## src/rtl/disp_bcd_ctrl.sv

```systemverilog
// Display sequencer: converts binary distance samples to four BCD digits with a
// serial double-dabble, rate-limits updates and blanks the display on sensor timeout.
module disp_bcd_ctrl #(
    parameter int DIN_W       = 14,
    parameter int HOLD_CNT    = 5_000_000,
    parameter int TIMEOUT_CNT = 50_000_000
) (
    input  logic             sys_clk50m,
    input  logic             sys_rst,
    input  logic [DIN_W-1:0] din,
    input  logic             din_valid,
    output logic             din_ready,
    output logic [3:0]       A0,
    output logic [3:0]       A1,
    output logic [3:0]       A2,
    output logic [3:0]       A3,
    output logic             ovf,
    output logic             stale,
    output logic             upd
);

    localparam int BIT_W  = $clog2(DIN_W + 1);
    localparam int HOLD_W = (HOLD_CNT > 1) ? $clog2(HOLD_CNT) : 1;
    localparam int TO_W   = $clog2(TIMEOUT_CNT);

    localparam logic [BIT_W-1:0]  BIT_LOAD  = BIT_W'(DIN_W);
    localparam logic [HOLD_W-1:0] HOLD_LOAD = HOLD_W'(HOLD_CNT - 1);
    localparam logic [TO_W-1:0]   TO_MAX    = TO_W'(TIMEOUT_CNT - 1);
    localparam logic [DIN_W-1:0]  DIN_CLAMP = DIN_W'(9999);

    typedef enum logic [1:0] {
        IDLE = 2'd0,
        CONV = 2'd1,
        HOLD = 2'd2
    } state_t;

    state_t              r_state;
    logic [DIN_W-1:0]    r_bin;
    logic [15:0]         r_bcd;
    logic [BIT_W-1:0]    r_bit_cnt;
    logic [HOLD_W-1:0]   r_hold_cnt;
    logic [TO_W-1:0]     r_to_cnt;
    logic                r_ovf_pend;
    logic [15:0]         r_digits;
    logic                r_ovf;
    logic                r_stale;
    logic                r_upd;
    logic                r_din_ready;

    state_t              w_state_next;
    logic [DIN_W-1:0]    w_bin_next;
    logic [15:0]         w_bcd_next;
    logic [BIT_W-1:0]    w_bit_cnt_next;
    logic [HOLD_W-1:0]   w_hold_cnt_next;
    logic [TO_W-1:0]     w_to_cnt_next;
    logic                w_ovf_pend_next;
    logic [15:0]         w_digits_next;
    logic                w_ovf_next;
    logic                w_stale_next;
    logic                w_upd_next;

    logic [15:0]         w_bcd_adj;
    logic [15:0]         w_bcd_sat;
    logic [DIN_W+15:0]   w_shift;
    logic                w_din_over;
    logic [DIN_W-1:0]    w_din_clamped;

    genvar gi;
    generate
        for (gi = 0; gi < 4; gi++) begin : g_nibble
            assign w_bcd_adj[gi*4 +: 4] = (r_bcd[gi*4 +: 4] >= 4'd5) ?
                                          r_bcd[gi*4 +: 4] + 4'd3 : r_bcd[gi*4 +: 4];
            // Guard so a corrupted accumulator can never show an illegal glyph.
            assign w_bcd_sat[gi*4 +: 4] = (r_bcd[gi*4 +: 4] > 4'd9) ?
                                          4'd9 : r_bcd[gi*4 +: 4];
        end
    endgenerate

    assign w_shift       = {w_bcd_adj, r_bin} << 1;
    assign w_din_over    = (32'(din) > 32'd9999);
    assign w_din_clamped = w_din_over ? DIN_CLAMP : din;

    always_comb begin
        w_state_next    = r_state;
        w_bin_next      = r_bin;
        w_bcd_next      = r_bcd;
        w_bit_cnt_next  = r_bit_cnt;
        w_hold_cnt_next = r_hold_cnt;
        w_to_cnt_next   = r_to_cnt;
        w_ovf_pend_next = r_ovf_pend;
        w_digits_next   = r_digits;
        w_ovf_next      = r_ovf;
        w_stale_next    = r_stale;
        w_upd_next      = 1'b0;

        // Any strobe, accepted or dropped, proves the sensor is alive.
        if (din_valid) begin
            w_to_cnt_next = '0;
        end else if (r_to_cnt != TO_MAX) begin
            w_to_cnt_next = r_to_cnt + 1'b1;
        end else if (!r_stale) begin
            w_stale_next  = 1'b1;
            w_digits_next = '0;
            w_ovf_next    = 1'b0;
            w_upd_next    = 1'b1;
        end

        case (r_state)
            IDLE: begin
                if (din_valid) begin
                    w_bin_next      = w_din_clamped;
                    w_ovf_pend_next = w_din_over;
                    w_bcd_next      = '0;
                    w_bit_cnt_next  = BIT_LOAD;
                    w_state_next    = CONV;
                end
            end
            CONV: begin
                if (r_bit_cnt != '0) begin
                    w_bcd_next     = w_shift[DIN_W+15:DIN_W];
                    w_bin_next     = w_shift[DIN_W-1:0];
                    w_bit_cnt_next = r_bit_cnt - 1'b1;
                end else begin
                    w_digits_next   = w_bcd_sat;
                    w_ovf_next      = r_ovf_pend;
                    w_stale_next    = 1'b0;
                    w_upd_next      = 1'b1;
                    w_hold_cnt_next = HOLD_LOAD;
                    w_state_next    = HOLD;
                end
            end
            HOLD: begin
                if (r_hold_cnt == '0) begin
                    w_state_next = IDLE;
                end else begin
                    w_hold_cnt_next = r_hold_cnt - 1'b1;
                end
            end
            default: w_state_next = IDLE;
        endcase
    end

    always_ff @(posedge sys_clk50m or negedge sys_rst) begin
        if (!sys_rst) begin
            r_state     <= IDLE;
            r_bin       <= '0;
            r_bcd       <= '0;
            r_bit_cnt   <= '0;
            r_hold_cnt  <= '0;
            r_to_cnt    <= '0;
            r_ovf_pend  <= 1'b0;
            r_digits    <= '0;
            r_ovf       <= 1'b0;
            r_stale     <= 1'b0;
            r_upd       <= 1'b0;
            r_din_ready <= 1'b1;
        end else begin
            r_state     <= w_state_next;
            r_bin       <= w_bin_next;
            r_bcd       <= w_bcd_next;
            r_bit_cnt   <= w_bit_cnt_next;
            r_hold_cnt  <= w_hold_cnt_next;
            r_to_cnt    <= w_to_cnt_next;
            r_ovf_pend  <= w_ovf_pend_next;
            r_digits    <= w_digits_next;
            r_ovf       <= w_ovf_next;
            r_stale     <= w_stale_next;
            r_upd       <= w_upd_next;
            r_din_ready <= (w_state_next == IDLE);
        end
    end

    assign din_ready = r_din_ready;
    assign A0        = r_digits[3:0];
    assign A1        = r_digits[7:4];
    assign A2        = r_digits[11:8];
    assign A3        = r_digits[15:12];
    assign ovf       = r_ovf;
    assign stale     = r_stale;
    assign upd       = r_upd;

endmodule

```

## config.mk

```make
export PLATFORM = sky130hd
export DESIGN_NAME = disp_bcd_ctrl
export DESIGN_NICKNAME = d
export VERILOG_FILES = /design/src/rtl/disp_bcd_ctrl.sv
export SDC_FILE = /design/constraint.sdc
export NUM_CORES = 1
export LEC_CHECK = 0
export ABC_AREA = 0
export BUFFER_PORTS_ARGS = -buffer_cell sky130_fd_sc_hd__buf_2
export CORE_MARGIN = 1.5
export CORE_UTILIZATION = 55
export CTS_CLUSTER_DIAMETER = 150
export CTS_CLUSTER_SIZE = 12
export DETAILED_ROUTE_END_ITERATION = 12
export GPL_TIMING_DRIVEN = 1
export PLACE_DENSITY_LB_ADDON = 0.08
export SYNTH_ARGS = -nofsm -noshare
export SYNTH_HDL_FRONTEND = slang
export SYNTH_SLANG_ARGS = --single-unit
```

## constraint.sdc

```tcl
create_clock -name sys_clk50m -period 3.7 [get_ports sys_clk50m]
set_input_delay 0.185 -clock sys_clk50m [delete_from_list [all_inputs] [get_ports sys_clk50m]]
set_output_delay 0.185 -clock sys_clk50m [all_outputs]
set_load 0.01 [all_outputs]
```

==> Yosys cells after proc, flatten, opt, wreduce, memory -nomap -nowiden <==
Cells that the tools add are included.
{ "op_classes": {"add_sub_neg": 7, "mux": 46, "eq_ne": 7, "shift": 0, "bitwise_logic": 0, "n_lt_le_gt_ge": 9, "reduce_logical": 10, "n_mul": 0, "div_mod_pow": 0} }
{ "op_table": {"columns": ["operator", "n"], "rows": [
  ["16-bit 2-to-1 mux", 7],
  ["26-bit 2-to-1 mux", 2],
  ["23-bit 2-to-1 mux", 2],
  ["23-bit one-hot mux with 2 select lines", 1],
  ["14-bit 2-to-1 mux", 3],
  ["4-bit 2-to-1 mux", 9],
  ["16-bit one-hot mux with 2 select lines", 1],
  ["14-bit one-hot mux with 2 select lines", 1],
  ["26-bit by 1-bit adder with 26-bit output (second input constant)", 1],
  ["26-bit inequality test (second input constant)", 1],
  ["23-bit logical NOT", 1],
  ["23-bit by 1-bit subtractor with 23-bit output (second input constant)", 1],
  ["4-bit by 3-bit greater-or-equal comparator with 1-bit output (second input constant)", 4],
  ["4-bit > comparator (second input constant)", 4],
  ["14-bit > comparator (second input constant)", 1],
  ["1-bit 2-to-1 mux", 14],
  ["4-bit by 2-bit adder with 4-bit output (second input constant)", 3],
  ["2-bit inequality test (second input constant)", 4],
  ["4-bit one-hot mux with 2 select lines", 1],
  ["2-bit 2-to-1 mux", 3],
  ["2-bit one-hot mux with 3 select lines", 1],
  ["3-bit AND reduction", 2],
  ["2-bit nonzero test", 3],
  ["2-bit logical NOT", 2],
  ["other kinds (7)", 7]
]} }
{ "totals": {"latchBits": 0, "mem_bits_rw": 0, "output_inout_bits": 20, "memories": 0, "regBits": 106, "romBits": 0, "inputBits": 17} }

==> Longest topological paths before layout <==
Gate-level depths: netlist of the first run.
{ "depth": {"word_depth": 5, "mapped_depth": 8} }

==> Worst setup path before layout of the first run <==
No wires, ideal clock.
{ "synth_timing": {"path_kind": "reg2reg", "start": "register r_to_cnt[16]", "end": "register r_digits[6]", "setup_ps": 131, "arrival_ps": 2223, "slack_ps": 1346, "synth_period_minus_slack_ps": 2354, "path_stages_with_launch": 8, "required_time_ps": 3569, "path_cell_list": "dfrtp_1 > or4_1 > or4_1 > buf_2 > or2_4 > nor3_4 > buf_6 > o32ai_1"} }
{ "synth_between": {"elab_chain_len": 5} }
{ "synth_lines": {"columns": ["item", "line_no", "source"], "rows": [
  ["from (decl)", "42", "logic [TO_W-1:0] r_to_cnt;"],
  ["from (signal assigned)", "163", "r_to_cnt <= w_to_cnt_next;"],
  ["26-bit inequality test *", "99", "end else if (r_to_cnt != TO_MAX) begin"],
  ["16-bit 2-to-1 mux *", "99", null],
  ["16-bit 2-to-1 mux *", "97", "if (din_valid) begin"],
  ["16-bit 2-to-1 mux", "119", "if (r_bit_cnt != '0) begin"],
  ["16-bit 2-to-1 mux *", "108", "case (r_state)"],
  ["via w_digits_next[6]", "57", "logic [15:0] w_digits_next;"],
  ["to (signal assigned)", "165", "r_digits <= w_digits_next;"],
  ["to (decl)", "44", "logic [15:0] r_digits;"]
]} }
The timed path passes the listed nets; every way through them passes the cells marked *.
A chain may end at the register's enable or synchronous reset.

==> Worst setup path after layout of the first run <==
{ "layout_timing": {"start": "register r_to_cnt[16]", "end": "register r_digits[9]"} }
The elaborated chain is that of the path after synthesis.

==> run_summary.xml, run 1 <==
<?xml version="1.0" encoding="UTF-8"?>
<metrics>
  <group name="logic_synthesis">
    <metric name="synth-seq-cells" unit="">106</metric>
    <metric name="largest_area_contributor_in_the_netlist" unit="">dfrtp_1</metric>
    <metric name="netlist_area_before_placement" unit="µm²">5340</metric>
    <metric name="synth_enable_flop_cells" unit="">0</metric>
    <metric name="synth-async-reset-ratio" unit="%">100</metric>
    <metric name="number_of_instances_in_the_synthesized_netlist" unit="">568</metric>
    <metric name="post_synth_main_area_contributors" unit="">dfrtp_1 (49%), o21ai_0 (5.3%), nand2_1 (4.6%), xor2_1 (4.1%), nor2_1 (3.7%)</metric>
    <metric name="synth_ff_type" unit="">dfrtp_1</metric>
    <metric name="top_post_synthesis_cells_by_count" unit="">dfrtp_1 (105), nand2_1 (66), o21ai_0 (56), nor2_1 (52), nand3_1 (31)</metric>
    <metric name="yosysSeqAreaShare" unit="%">49.7</metric>
    <metric name="ys_warn_count" unit="">0</metric>
    <metric name="synthDominantCellAreaShare" unit="%">49.2</metric>
    <metric name="synth.distinct_cells" unit="">49</metric>
    <metric name="syn_area_per_cell" unit="µm²">9.40</metric>
    <metric name="post_synthesis_net_count" unit="">597</metric>
    <metric name="yosysMostFrequentCell" unit="">dfrtp_1</metric>
  </group>
  <group name="floorplan">
    <metric name="die_w" unit="µm">102</metric>
    <metric name="initial_core_util" unit="%">57.2</metric>
    <metric name="floorplan.rows" unit="">35</metric>
    <metric name="die_h" unit="µm">102</metric>
    <metric name="pin_count" unit="">37</metric>
    <metric name="area_of_the_placeable_core" unit="µm²">9330</metric>
    <metric name="die_outline_area" unit="µm²">10300</metric>
  </group>
  <group name="critical_path">
    <metric name="timing.critical_path.to_type" unit="">flop</metric>
    <metric name="worst_setup_path_startpoint" unit="">r_to_cnt[16]</metric>
    <metric name="startpoint_type" unit="">flop</metric>
    <metric name="crit_fanout" unit="">18</metric>
    <metric name="worst_ep_required_time" unit="ps">3940</metric>
    <metric name="critical_path_arrival" unit="ps">3040</metric>
    <metric name="critical_path.reg2reg.startpoint" unit="">r_to_cnt[16]</metric>
    <metric name="setup.worst_path.class" unit="">flop to flop</metric>
  </group>
  <group name="detailed_routing">
    <metric name="dr.first_iter.drc_count" unit="">157</metric>
    <metric name="drt-pass1-iter-count" unit="">5</metric>
    <metric name="routed-via-count" unit="">4245</metric>
    <metric name="detail_route.vias_per_cell" unit="">5.79</metric>
    <metric name="drt-wirelength-per-cell" unit="µm">15.6</metric>
    <metric name="drt_drc_violations_left" unit="">0</metric>
    <metric name="drt-total-wl" unit="mm">11.4</metric>
    <metric name="antenna_left" unit="">0</metric>
  </group>
  <group name="global_routing">
    <metric name="grt_start_max_net_pins" unit="">52</metric>
    <metric name="number_of_antenna_violations_at_the_first_check_in_global_routing" unit="">0</metric>
    <metric name="grt_first_pass_wirelength" unit="mm">19.9</metric>
    <metric name="first_global_vias" unit="">4168</metric>
    <metric name="gr_overflow_total" unit="">0</metric>
    <metric name="grtUsageTotal" unit="%">24.7</metric>
  </group>
  <group name="final_layout">
    <metric name="finalNetCount" unit="">628</metric>
    <metric name="final_cell_count_no_fill" unit="">733</metric>
    <metric name="synthToLayoutAreaGrowth" unit="%">9.24</metric>
    <metric name="drive_above_1_share" unit="%">10.9</metric>
    <metric name="antenna_cells_inserted" unit="">0</metric>
    <metric name="finish.utilization" unit="%">62.5</metric>
  </group>
  <group name="timing">
    <metric name="finalClockSkew" unit="ps">14.3</metric>
    <metric name="timing.final.hold_violations" unit="">0</metric>
    <metric name="grt_setup_unrepaired" unit="">false</metric>
    <metric name="max_freq" unit="GHz">0.357</metric>
    <metric name="slew_headroom" unit="%">43.6</metric>
    <metric name="finalCritPeriodShare" unit="%">75.7</metric>
    <metric name="tightestPinTransition" unit="ps">843</metric>
    <metric name="finalSetupTns" unit="ps">0</metric>
    <metric name="finalMaxSlewViolations" unit="">0</metric>
    <metric name="period_minus_slack" unit="ps">2800</metric>
    <metric name="setup_failing_eps_final" unit="">0</metric>
    <metric name="hold_slack" unit="ps">57.9</metric>
  </group>
  <group name="hold_path">
    <metric name="holdCritPathClass" unit="">input pin to flop</metric>
    <metric name="worstHoldStart" unit="">din[7]</metric>
  </group>
  <group name="place">
    <metric name="placed_cells" unit="">716</metric>
    <metric name="placement.io_buffers" unit="">36</metric>
    <metric name="place_congestion" unit="">0.904</metric>
    <metric name="post-dp-hpwl" unit="mm">8.02</metric>
  </group>
  <group name="pwr">
    <metric name="power.leakage" unit="nW">2.50</metric>
    <metric name="total_power_divided_by_cell_area" unit="nW/µm²">701</metric>
    <metric name="totalPowerFinal" unit="mW">4.09</metric>
    <metric name="max-vdd-ir-drop" unit="µV">575</metric>
  </group>
  <group name="clocking">
    <metric name="clockRootBuffer" unit="">clkbuf_8</metric>
    <metric name="cts_htree_levels" unit="">3</metric>
    <metric name="clock_pin_slew_on_the_worst_setup_and_hold_paths" unit="ps">110</metric>
    <metric name="cts.path.max_buffers" unit="">2</metric>
    <metric name="cts_num_sinks" unit="">106</metric>
    <metric name="tritoncts.num_buffers" unit="">9</metric>
    <metric name="worstSkewPairLatency" unit="ps">390</metric>
    <metric name="cts_tree" unit="">yes</metric>
  </group>
  <group name="run">
    <metric name="drv_cap" unit="">0</metric>
  </group>
  <group name="status">
    <metric name="status" unit="">finished clean</metric>
  </group>
</metrics>
==> worst max-delay path: stages, from the launching register on <==
cell and delay (ps):
dfrtp_1 450, or4_1 510, or4_1 670, or2_4 320, nor3_4 480, o21ai_0 230
==> state kept, by name (all words and copies together), names as in the netlist <==
| name | cells |
|---|---|
| din_ready | 1 |
| r_ovf_pend | 1 |
| r_to_cnt | 26 |
| ovf | 1 |
| r_state | 2 |
| r_digits | 16 |
| stale | 1 |
| r_bit_cnt | 4 |
| r_hold_cnt | 23 |
| r_bcd | 16 |
| r_bin | 14 |
| upd | 1 |
==> area by class of cell <==
class / instances / area, µm²
clock buffer: 10 / 128
clock inverter: 6 / 62.6
fill: 848 / 3500
inverter: 16 / 60.1
multi-input combinational: 423 / 2530
sequential: 106 / 2650
tap: 129 / 161
timing repair buffer: 43 / 238
==> worst paths after layout <==
kind	depth (start not counted)	slack, ps	endpoint
max in group asynchronous	3	2480	r_hold_cnt[17]
setup reg to reg	5	900	r_digits[9]
hold reg to reg	2	510	r_bin[11]
hold / removal	2	60	r_bin[7]
min in group asynchronous	2	260	r_to_cnt[13]
setup / recovery	5	900	r_digits[9]
==> cell families after synthesis <==
group / share of synthesized area [%]
AND/OR/NAND/NOR: 23.7
AO/OA/AOI/OAI: 14.2
flip-flops: 49.7
buffers and inverters: 2.93
XOR/XNOR: 5.91
adder cells (fa/ha/maj): 2.81
multiplexers: 0.750
==> per-layer routing <==
| metal | share of wire (%) | track usage [%] |
|---|---|---|
| met3 | 4.0 | 6.14 |
| met4 | 0.76 | 5.56 |
| met5 | 0 | 0 |
| met1 | 47 | 34.3 |
| met2 | 48 | 39.5 |
==> layout by cell type, fill, tap and decap left out, types with 5 or more instances in the layout <==
cell,count
or4_1,11
nand2_1,66
or3_1,10
o211ai_1,5
nor3_1,16
nand4_1,10
o21ai_0,56
clkbuf_8,9
xor2_1,25
nor4_1,9
a2bb2oi_1,7
ha_1,12
inv_1,16
o31ai_1,10
nand3_1,31
a21oi_1,20
nand2b_1,9
dfrtp_1,105
xnor2_1,11
buf_2,35
nor2_1,52
buf_4,7
nor3b_1,5
and3_1,8
==> report_power, final <==
part / switching, mW / internal (mW)
registers: 0.338 / 1.54
clock network: 0.427 / 0.261
logic: 0.889 / 0.632
total: 1.65 / 2.44
==> metrics by stage <==
step | instance area, µm² | setup WS, ps
final | 5830 | 898
after floorplan | 5340 | 1350
after global placement | 5630 | 979
after global routing | 5830 | 698
after CTS | 5830 | 897
after detailed placement | 5630 | 936
==> what timing repair did <==
action	CTS	global route
gates resized for setup	0	0
endpoints found under the setup margin	0	0
hold buffers	1	0
setup buffers	0	0
hold endpoints to repair	23	0
No activity file was read; power rests on OpenSTA's default activity.
==> inputs of run 2 (changes only) <==
==> constraint.sdc (replaced) <==
create_clock -name sys_clk50m -period 2.85 [get_ports sys_clk50m]
set_input_delay 0.1425 -clock sys_clk50m [delete_from_list [all_inputs] [get_ports sys_clk50m]]
set_output_delay 0.1425 -clock sys_clk50m [all_outputs]
set_load 0.01 [all_outputs]
==> run 2 against run 1 <==
  * Clock-buffer cell count did not move
  * First-iteration DRC count rose by 31%
  * Clock skew fell by 1.3 ps
  * Setup slack got worse by 670 ps
  * Cell count rose by 0.68%
  * Hold slack got worse by 38 ps
  * Sequential power rose by 29%
  * Largest power group unchanged
  * Highest routed layer unchanged
==> run_summary.xml, run 2 (synthesized netlist as in run 1, its figures left out) <==
<?xml version="1.0" encoding="UTF-8"?>
<metrics>
  <group name="clocking">
    <metric name="cts_htree_levels" unit="">3</metric>
    <metric name="clock_pin_slew_on_the_worst_setup_and_hold_paths" unit="ps">100</metric>
    <metric name="cts_tree" unit="">yes</metric>
    <metric name="post-cts-setup-buffer-count" unit="">0</metric>
    <metric name="tritoncts.num_buffers" unit="">9</metric>
    <metric name="cts.path.max_buffers" unit="">2</metric>
    <metric name="clockRootBuffer" unit="">clkbuf_8</metric>
    <metric name="worstSkewPairLatency" unit="ps">380</metric>
    <metric name="cts_num_sinks" unit="">106</metric>
  </group>
  <group name="pwr">
    <metric name="total_power_divided_by_cell_area" unit="nW/µm²">898</metric>
    <metric name="max-vdd-ir-drop" unit="µV">686</metric>
    <metric name="power.leakage" unit="nW">2.53</metric>
  </group>
  <group name="global_routing">
    <metric name="grt_first_pass_wirelength" unit="mm">19.4</metric>
    <metric name="first_global_vias" unit="">4042</metric>
    <metric name="gr_overflow_total" unit="">0</metric>
    <metric name="grt_start_max_net_pins" unit="">64</metric>
    <metric name="grtUsageTotal" unit="%">24.1</metric>
    <metric name="number_of_antenna_violations_at_the_first_check_in_global_routing" unit="">0</metric>
  </group>
  <group name="final_layout">
    <metric name="fillers" unit="">825</metric>
    <metric name="largest_register_ffs" unit="">26</metric>
    <metric name="largest_register" unit="">r_to_cnt</metric>
    <metric name="finalNetCount" unit="">635</metric>
    <metric name="synthToLayoutAreaGrowth" unit="%">10.4</metric>
    <metric name="finish.utilization" unit="%">63.2</metric>
    <metric name="layout_common_cells" unit="">dfrtp_1 (105), nand2_1 (66), o21ai_0 (56)</metric>
    <metric name="antenna_cells_inserted" unit="">0</metric>
    <metric name="largest_regs" unit="">r_to_cnt x26, r_hold_cnt x23</metric>
    <metric name="drive_above_1_share" unit="%">11.2</metric>
    <metric name="final_cell_count_no_fill" unit="">738</metric>
    <metric name="mostFrequentLayoutCell" unit="">dfrtp_1</metric>
  </group>
  <group name="detailed_routing">
    <metric name="dr.first_iter.drc_count" unit="">205</metric>
    <metric name="drt_drc_violations_left" unit="">0</metric>
    <metric name="routed-via-count" unit="">4216</metric>
    <metric name="antenna_left" unit="">0</metric>
    <metric name="drt-pass1-iter-count" unit="">5</metric>
    <metric name="drt-wirelength-per-cell" unit="µm">15.1</metric>
    <metric name="drt-total-wl" unit="mm">11.2</metric>
    <metric name="detail_route.vias_per_cell" unit="">5.71</metric>
  </group>
  <group name="critical_path">
    <metric name="critical-path-slowest-cell" unit="">or4_1</metric>
    <metric name="critical_path.max_stage_delay" unit="ps">710</metric>
    <metric name="r2r_setup_slack" unit="ps">230</metric>
    <metric name="critPathMostFrequentCell" unit="">or4_1</metric>
    <metric name="worst_setup_path_endpoint" unit="">r_hold_cnt[17]</metric>
    <metric name="critical_path.cell_chain" unit="">or4_1, or4_1, o21ai_2, or4_1, mux2i_1</metric>
    <metric name="critical_path_arrival" unit="ps">2930</metric>
    <metric name="crit_fanout" unit="">10</metric>
    <metric name="setup.worst_path.class" unit="">flop to flop</metric>
    <metric name="worst_ep_required_time" unit="ps">3150</metric>
    <metric name="timing.critical_path.to_type" unit="">flop</metric>
    <metric name="worst_setup_path_startpoint" unit="">r_hold_cnt[16]</metric>
    <metric name="critical_path.reg2reg.startpoint" unit="">r_hold_cnt[16]</metric>
    <metric name="r2r-end" unit="">r_hold_cnt[17]</metric>
    <metric name="reg2reg_depth" unit="">5</metric>
    <metric name="startpoint_type" unit="">flop</metric>
  </group>
  <group name="place">
    <metric name="placement.io_buffers" unit="">36</metric>
    <metric name="post-dp-hpwl" unit="mm">7.65</metric>
    <metric name="placed_cells" unit="">720</metric>
    <metric name="place_congestion" unit="">0.861</metric>
  </group>
  <group name="timing">
    <metric name="tightestPinTransition" unit="ps">1010</metric>
    <metric name="setup_failing_eps_final" unit="">0</metric>
    <metric name="finalClockSkew" unit="ps">13.1</metric>
    <metric name="finalMaxSlewViolations" unit="">0</metric>
    <metric name="max_freq" unit="GHz">0.381</metric>
    <metric name="finalCritPeriodShare" unit="%">92.1</metric>
    <metric name="slew_headroom" unit="%">32.2</metric>
    <metric name="finalSetupTns" unit="ps">0</metric>
    <metric name="timing.final.hold_violations" unit="">0</metric>
    <metric name="period_minus_slack" unit="ps">2620</metric>
    <metric name="grt_setup_unrepaired" unit="">false</metric>
  </group>
  <group name="hold_path">
    <metric name="holdCritPathClass" unit="">input pin to flop</metric>
  </group>
  <group name="floorplan">
    <metric name="floorplan.rows" unit="">35</metric>
    <metric name="die_h" unit="µm">102</metric>
    <metric name="die_w" unit="µm">102</metric>
    <metric name="pin_count" unit="">37</metric>
    <metric name="die_outline_area" unit="µm²">10300</metric>
    <metric name="initial_core_util" unit="%">57.2</metric>
    <metric name="area_of_the_placeable_core" unit="µm²">9330</metric>
  </group>
  <group name="run">
    <metric name="drv_cap" unit="">0</metric>
  </group>
  <group name="status">
    <metric name="status" unit="">finished clean</metric>
  </group>
</metrics>
[run 2: cell count changes in the layout (fill, tap and decap cells not counted), sizes merged]
cell         previous run  this run
clkinvlp                0         2
dlygate4sd3             1         4
clkinv                  4         0
bufinv                  0         1
buf                    42        46
inv                    18        17
[run 2: timing repair]
action	4_1_cts	5_1_grt
resized for setup	0	0
hold buffers	4	0
endpoints found under the hold margin	46	0
[run 2: through the flow]
| stage | hold slack (ps) | setup slack [ps] | power [mW] | area [µm²] |
|---|---|---|---|---|
| after floorplan | -153 | 496 | 3.81 | 5340 |
| after global placement | 178 | 320 | 4.35 | 5670 |
| after detailed placement | 183 | 263 | 4.43 | 5670 |
| after CTS | 10.3 | 231 | 5.35 | 5890 |
| after global routing | 4.71 | 84.3 | 5.76 | 5890 |
| final | 20.2 | 226 | 5.29 | 5890 |
[run 2: layout make-up]
| class | count | area (µm²) | area share (%) |
|---|---|---|---|
| Tap cell | 129 | 161 | 2.74 |
| Clock buffer | 10 | 128 | 2.17 |
| Inverter | 16 | 60.1 | 1.02 |
| Timing Repair Buffer | 50 | 310 | 5.26 |
| Clock inverter | 4 | 53.8 | 0.913 |
| Multi-Input combinational cell | 423 | 2530 | 42.9 |
| Sequential cell | 106 | 2650 | 45.0 |
[run 2: worst min path at each step]
stage               startpoint           end  slack (ps)  depth (start not counted)
CTS                     din[5]      r_bin[5]          10                          2
floorplan              sys_rst           ovf        -150                          0
detailed placement     sys_rst  r_to_cnt[21]         180                          1
global route            din[5]      r_bin[5]           5                          2
finish                  din[5]      r_bin[5]          20                          2
global placement       sys_rst  r_to_cnt[21]         180                          1
[run 2: routing by layer]
metal  track usage, %  vias to the layer above  part of all wire (%)
met5                0                        -                     0
met4             7.37                        0                   1.5
met3             5.18                       14                   3.8
met2             37.8                       71                    48
met1             33.7                     2033                    47
li1                 -                     2098                     -
[run 2: worst max-delay path, delay by kind of cell (launching register included)]
family,cells,cell delay (ps)
muxes,1,180
DFF,1,430
AOI/OAI and AO/OA,1,410
and+or+nand+nor,3,1530
[run 2: power by group]
part | internal [mW] | total [mW] | leakage (nW) | switching (mW)
logic | 0.824 | 1.96 | 1.11 | 1.14
clock network | 0.400 | 0.902 | 0.0848 | 0.502
registers | 2.00 | 2.43 | 1.33 | 0.426
==> inputs of run 3 (changes only) <==
--- a/config.mk
+++ b/config.mk
@@ -7,6 +7,7 @@
 export LEC_CHECK = 0
 export ABC_AREA = 0
 export BUFFER_PORTS_ARGS = -buffer_cell sky130_fd_sc_hd__buf_2
+export CORE_ASPECT_RATIO = 1.1
 export CORE_MARGIN = 1.5
 export CORE_UTILIZATION = 55
 export CTS_CLUSTER_DIAMETER = 150
@@ -14,6 +15,7 @@
 export DETAILED_ROUTE_END_ITERATION = 12
 export GPL_TIMING_DRIVEN = 1
 export PLACE_DENSITY_LB_ADDON = 0.08
+export REMOVE_ABC_BUFFERS = 1
 export SYNTH_ARGS = -nofsm -noshare
 export SYNTH_HDL_FRONTEND = slang
 export SYNTH_SLANG_ARGS = --single-unit
==> constraint.sdc (replaced) <==
create_clock -name sys_clk50m -period 2.1 [get_ports sys_clk50m]
set_input_delay 0.105 -clock sys_clk50m [delete_from_list [all_inputs] [get_ports sys_clk50m]]
set_output_delay 0.105 -clock sys_clk50m [all_outputs]
set_load 0.01 [all_outputs]
==> run 3 against run 2 <==
  * The run now ends with negative setup slack left
  * Fmax is 15% higher
  * Die area about the same
  * Sequential share of layout area decreased by 5.8 points
  * Combinational power rose by 67%
  * Sequential cell count did not move
  * First-iteration DRC count is 4.9% higher
  * Register-to-register slack got worse by 400 ps
  * Clock skew shrank 3.6 ps
  * Critical path depth is 2 higher
  * Clock-buffer cell count up 2
  * Final area increased by 15%
  * Largest cell class is now multi-input gates
==> run_summary.xml, run 3 (synthesized netlist as in run 1, its figures left out) <==
<?xml version="1.0" encoding="UTF-8"?>
<metrics>
  <group name="final_layout">
    <metric name="largest_register_ffs" unit="">26</metric>
    <metric name="mostFrequentLayoutCell" unit="">dfrtp_1</metric>
    <metric name="drive_above_1_share" unit="%">25.9</metric>
    <metric name="largest_register" unit="">r_to_cnt</metric>
    <metric name="finish.utilization" unit="%">72.1</metric>
    <metric name="antenna_cells_inserted" unit="">0</metric>
    <metric name="finalNetCount" unit="">695</metric>
    <metric name="largest_regs" unit="">r_to_cnt x26, r_hold_cnt x23</metric>
    <metric name="synthToLayoutAreaGrowth" unit="%">26.9</metric>
    <metric name="layout_common_cells" unit="">dfrtp_1 (103), nand2_1 (64), buf_4 (51)</metric>
  </group>
  <group name="detailed_routing">
    <metric name="antenna_left" unit="">0</metric>
    <metric name="drt-total-wl" unit="mm">13.0</metric>
    <metric name="dr.first_iter.drc_count" unit="">215</metric>
    <metric name="routed-via-count" unit="">4627</metric>
    <metric name="drt_drc_violations_left" unit="">0</metric>
    <metric name="detail_route.vias_per_cell" unit="">5.87</metric>
    <metric name="drt-wirelength-per-cell" unit="µm">16.5</metric>
    <metric name="drt-pass1-iter-count" unit="">5</metric>
  </group>
  <group name="status">
    <metric name="failed_checks" unit="">negative setup slack</metric>
    <metric name="status" unit="">finished, violations left</metric>
  </group>
  <group name="pwr">
    <metric name="total_power_divided_by_cell_area" unit="nW/µm²">1160</metric>
    <metric name="max-vdd-ir-drop" unit="µV">791</metric>
    <metric name="power.leakage" unit="nW">2.93</metric>
  </group>
  <group name="clocking">
    <metric name="cts_htree_levels" unit="">3</metric>
    <metric name="clock_pin_slew_on_the_worst_setup_and_hold_paths" unit="ps">100</metric>
    <metric name="tritoncts.num_buffers" unit="">9</metric>
    <metric name="worstSkewPairLatency" unit="ps">380</metric>
    <metric name="clockRootBuffer" unit="">clkbuf_8</metric>
    <metric name="cts.path.max_buffers" unit="">2</metric>
    <metric name="cts_num_sinks" unit="">106</metric>
    <metric name="cts_tree" unit="">yes</metric>
  </group>
  <group name="timing">
    <metric name="finalCritPeriodShare" unit="%">108</metric>
    <metric name="finalMaxSlewViolations" unit="">0</metric>
    <metric name="period_minus_slack" unit="ps">2280</metric>
    <metric name="finalClockSkew" unit="ps">9.51</metric>
    <metric name="slew_headroom" unit="%">54.3</metric>
    <metric name="grt_setup_unrepaired" unit="">true</metric>
    <metric name="max_freq" unit="GHz">0.439</metric>
    <metric name="timing.final.hold_violations" unit="">0</metric>
    <metric name="layout_setup_ws" unit="ps">-177</metric>
    <metric name="tightestPinTransition" unit="ps">684</metric>
    <metric name="hold_slack" unit="ps">16.2</metric>
    <metric name="setup_failing_eps_final" unit="">35</metric>
  </group>
  <group name="floorplan">
    <metric name="initial_core_util" unit="%">56.8</metric>
    <metric name="pin_count" unit="">37</metric>
    <metric name="die_h" unit="µm">106</metric>
    <metric name="die_w" unit="µm">96.9</metric>
    <metric name="area_of_the_placeable_core" unit="µm²">9400</metric>
    <metric name="die_outline_area" unit="µm²">10300</metric>
    <metric name="floorplan.rows" unit="">37</metric>
  </group>
  <group name="global_routing">
    <metric name="grt_start_max_net_pins" unit="">46</metric>
    <metric name="grtUsageTotal" unit="%">25.1</metric>
    <metric name="number_of_antenna_violations_at_the_first_check_in_global_routing" unit="">0</metric>
    <metric name="grt_first_pass_wirelength" unit="mm">21.0</metric>
    <metric name="first_global_vias" unit="">4532</metric>
    <metric name="gr_overflow_total" unit="">0</metric>
  </group>
  <group name="critical_path">
    <metric name="critical_path_arrival" unit="ps">2530</metric>
    <metric name="reg2reg_depth" unit="">7</metric>
    <metric name="setup.worst_path.class" unit="">flop to flop</metric>
    <metric name="startpoint_type" unit="">flop</metric>
    <metric name="crit_fanout" unit="">4</metric>
    <metric name="timing.critical_path.to_type" unit="">flop</metric>
    <metric name="worst_ep_required_time" unit="ps">2360</metric>
  </group>
  <group name="hold_path">
    <metric name="hold-path-cell-count" unit="">2</metric>
    <metric name="holdCritPathClass" unit="">input pin to flop</metric>
  </group>
  <group name="place">
    <metric name="post-dp-hpwl" unit="mm">8.27</metric>
    <metric name="place_ws" unit="ps">-202</metric>
    <metric name="placement.io_buffers" unit="">36</metric>
    <metric name="place_congestion" unit="">0.887</metric>
  </group>
  <group name="run">
    <metric name="drv_cap" unit="">0</metric>
  </group>
</metrics>
[run 3: changes by cell type in the layout (fill, tap and decap cells not counted), sizes merged]
cell	before	now
dlygate4sd3	4	11
clkbuf	10	14
buf	46	97
inv	17	16
clkinv	0	1
[run 3: final timing paths]
path / from / end / slack, ps
max: r_to_cnt[9] / r_digits[6] / -180
min: din[10] / r_bin[10] / 20
max reg2reg: r_to_cnt[9] / r_digits[6] / -180
min reg2reg: r_bin[12] / r_bin[12] / 490
max in group asynchronous: sys_rst / r_hold_cnt[10] / 1340
min in group asynchronous: sys_rst / r_to_cnt[18] / 150
[run 3: metrics by stage]
step                std cells  power, mW  instance area [µm²]  setup TNS, ps
floorplan                 545       5.09                 5240          -7640
global placement          753       6.12                 6030          -4180
detailed placement        753       6.29                 6030          -5690
CTS                       779       7.66                 6460          -3380
global route              788       8.47                 6770          -5810
finish                    788       7.89                 6770          -3870
[run 3: where the power goes]
group | total [mW] | switching (mW) | leakage, nW | internal, mW
logic | 3.27 | 1.81 | 1.50 | 1.47
clock network | 1.32 | 0.701 | 0.0986 | 0.616
registers | 3.30 | 0.577 | 1.33 | 2.72
[run 3: final cells by class]
cell class	instances	area, µm²
clock buffers	12	155
inverters	16	60.1
well taps	117	146
fillers	703	2620
clock inverters	4	50.0
repair buffers	110	877
multi-input cells	423	2830
flip-flops and latches	106	2660
[run 3: worst max-delay path: stages (launching register included)]
cell	delay, ps
dfrtp_1	390
or4_1	520
or4_4	440
or2_4	280
nor3_4	160
buf_6	160
buf_6	140
o32ai_2	60
[run 3: what timing repair did]
action | in CTS | in global routing
endpoints found under the hold margin | 95 | 0
resized for setup | 35 | 59
hold buffers | 11 | 0
endpoints found under the setup margin | 52 | 51
pin swaps | 16 | 34
cloned | 0 | 3
setup buffers | 0 | 6
[run 3: metal layers]
layer  track usage [%]  part of all wire [%]  vias to the layer above
met4              10.0                   1.7                        0
met1              33.8                    45                     2284
met3              3.09                   3.2                       20
met2              41.6                    50                       98
li1                  -                     -                     2225
met5                 0                     0                        -
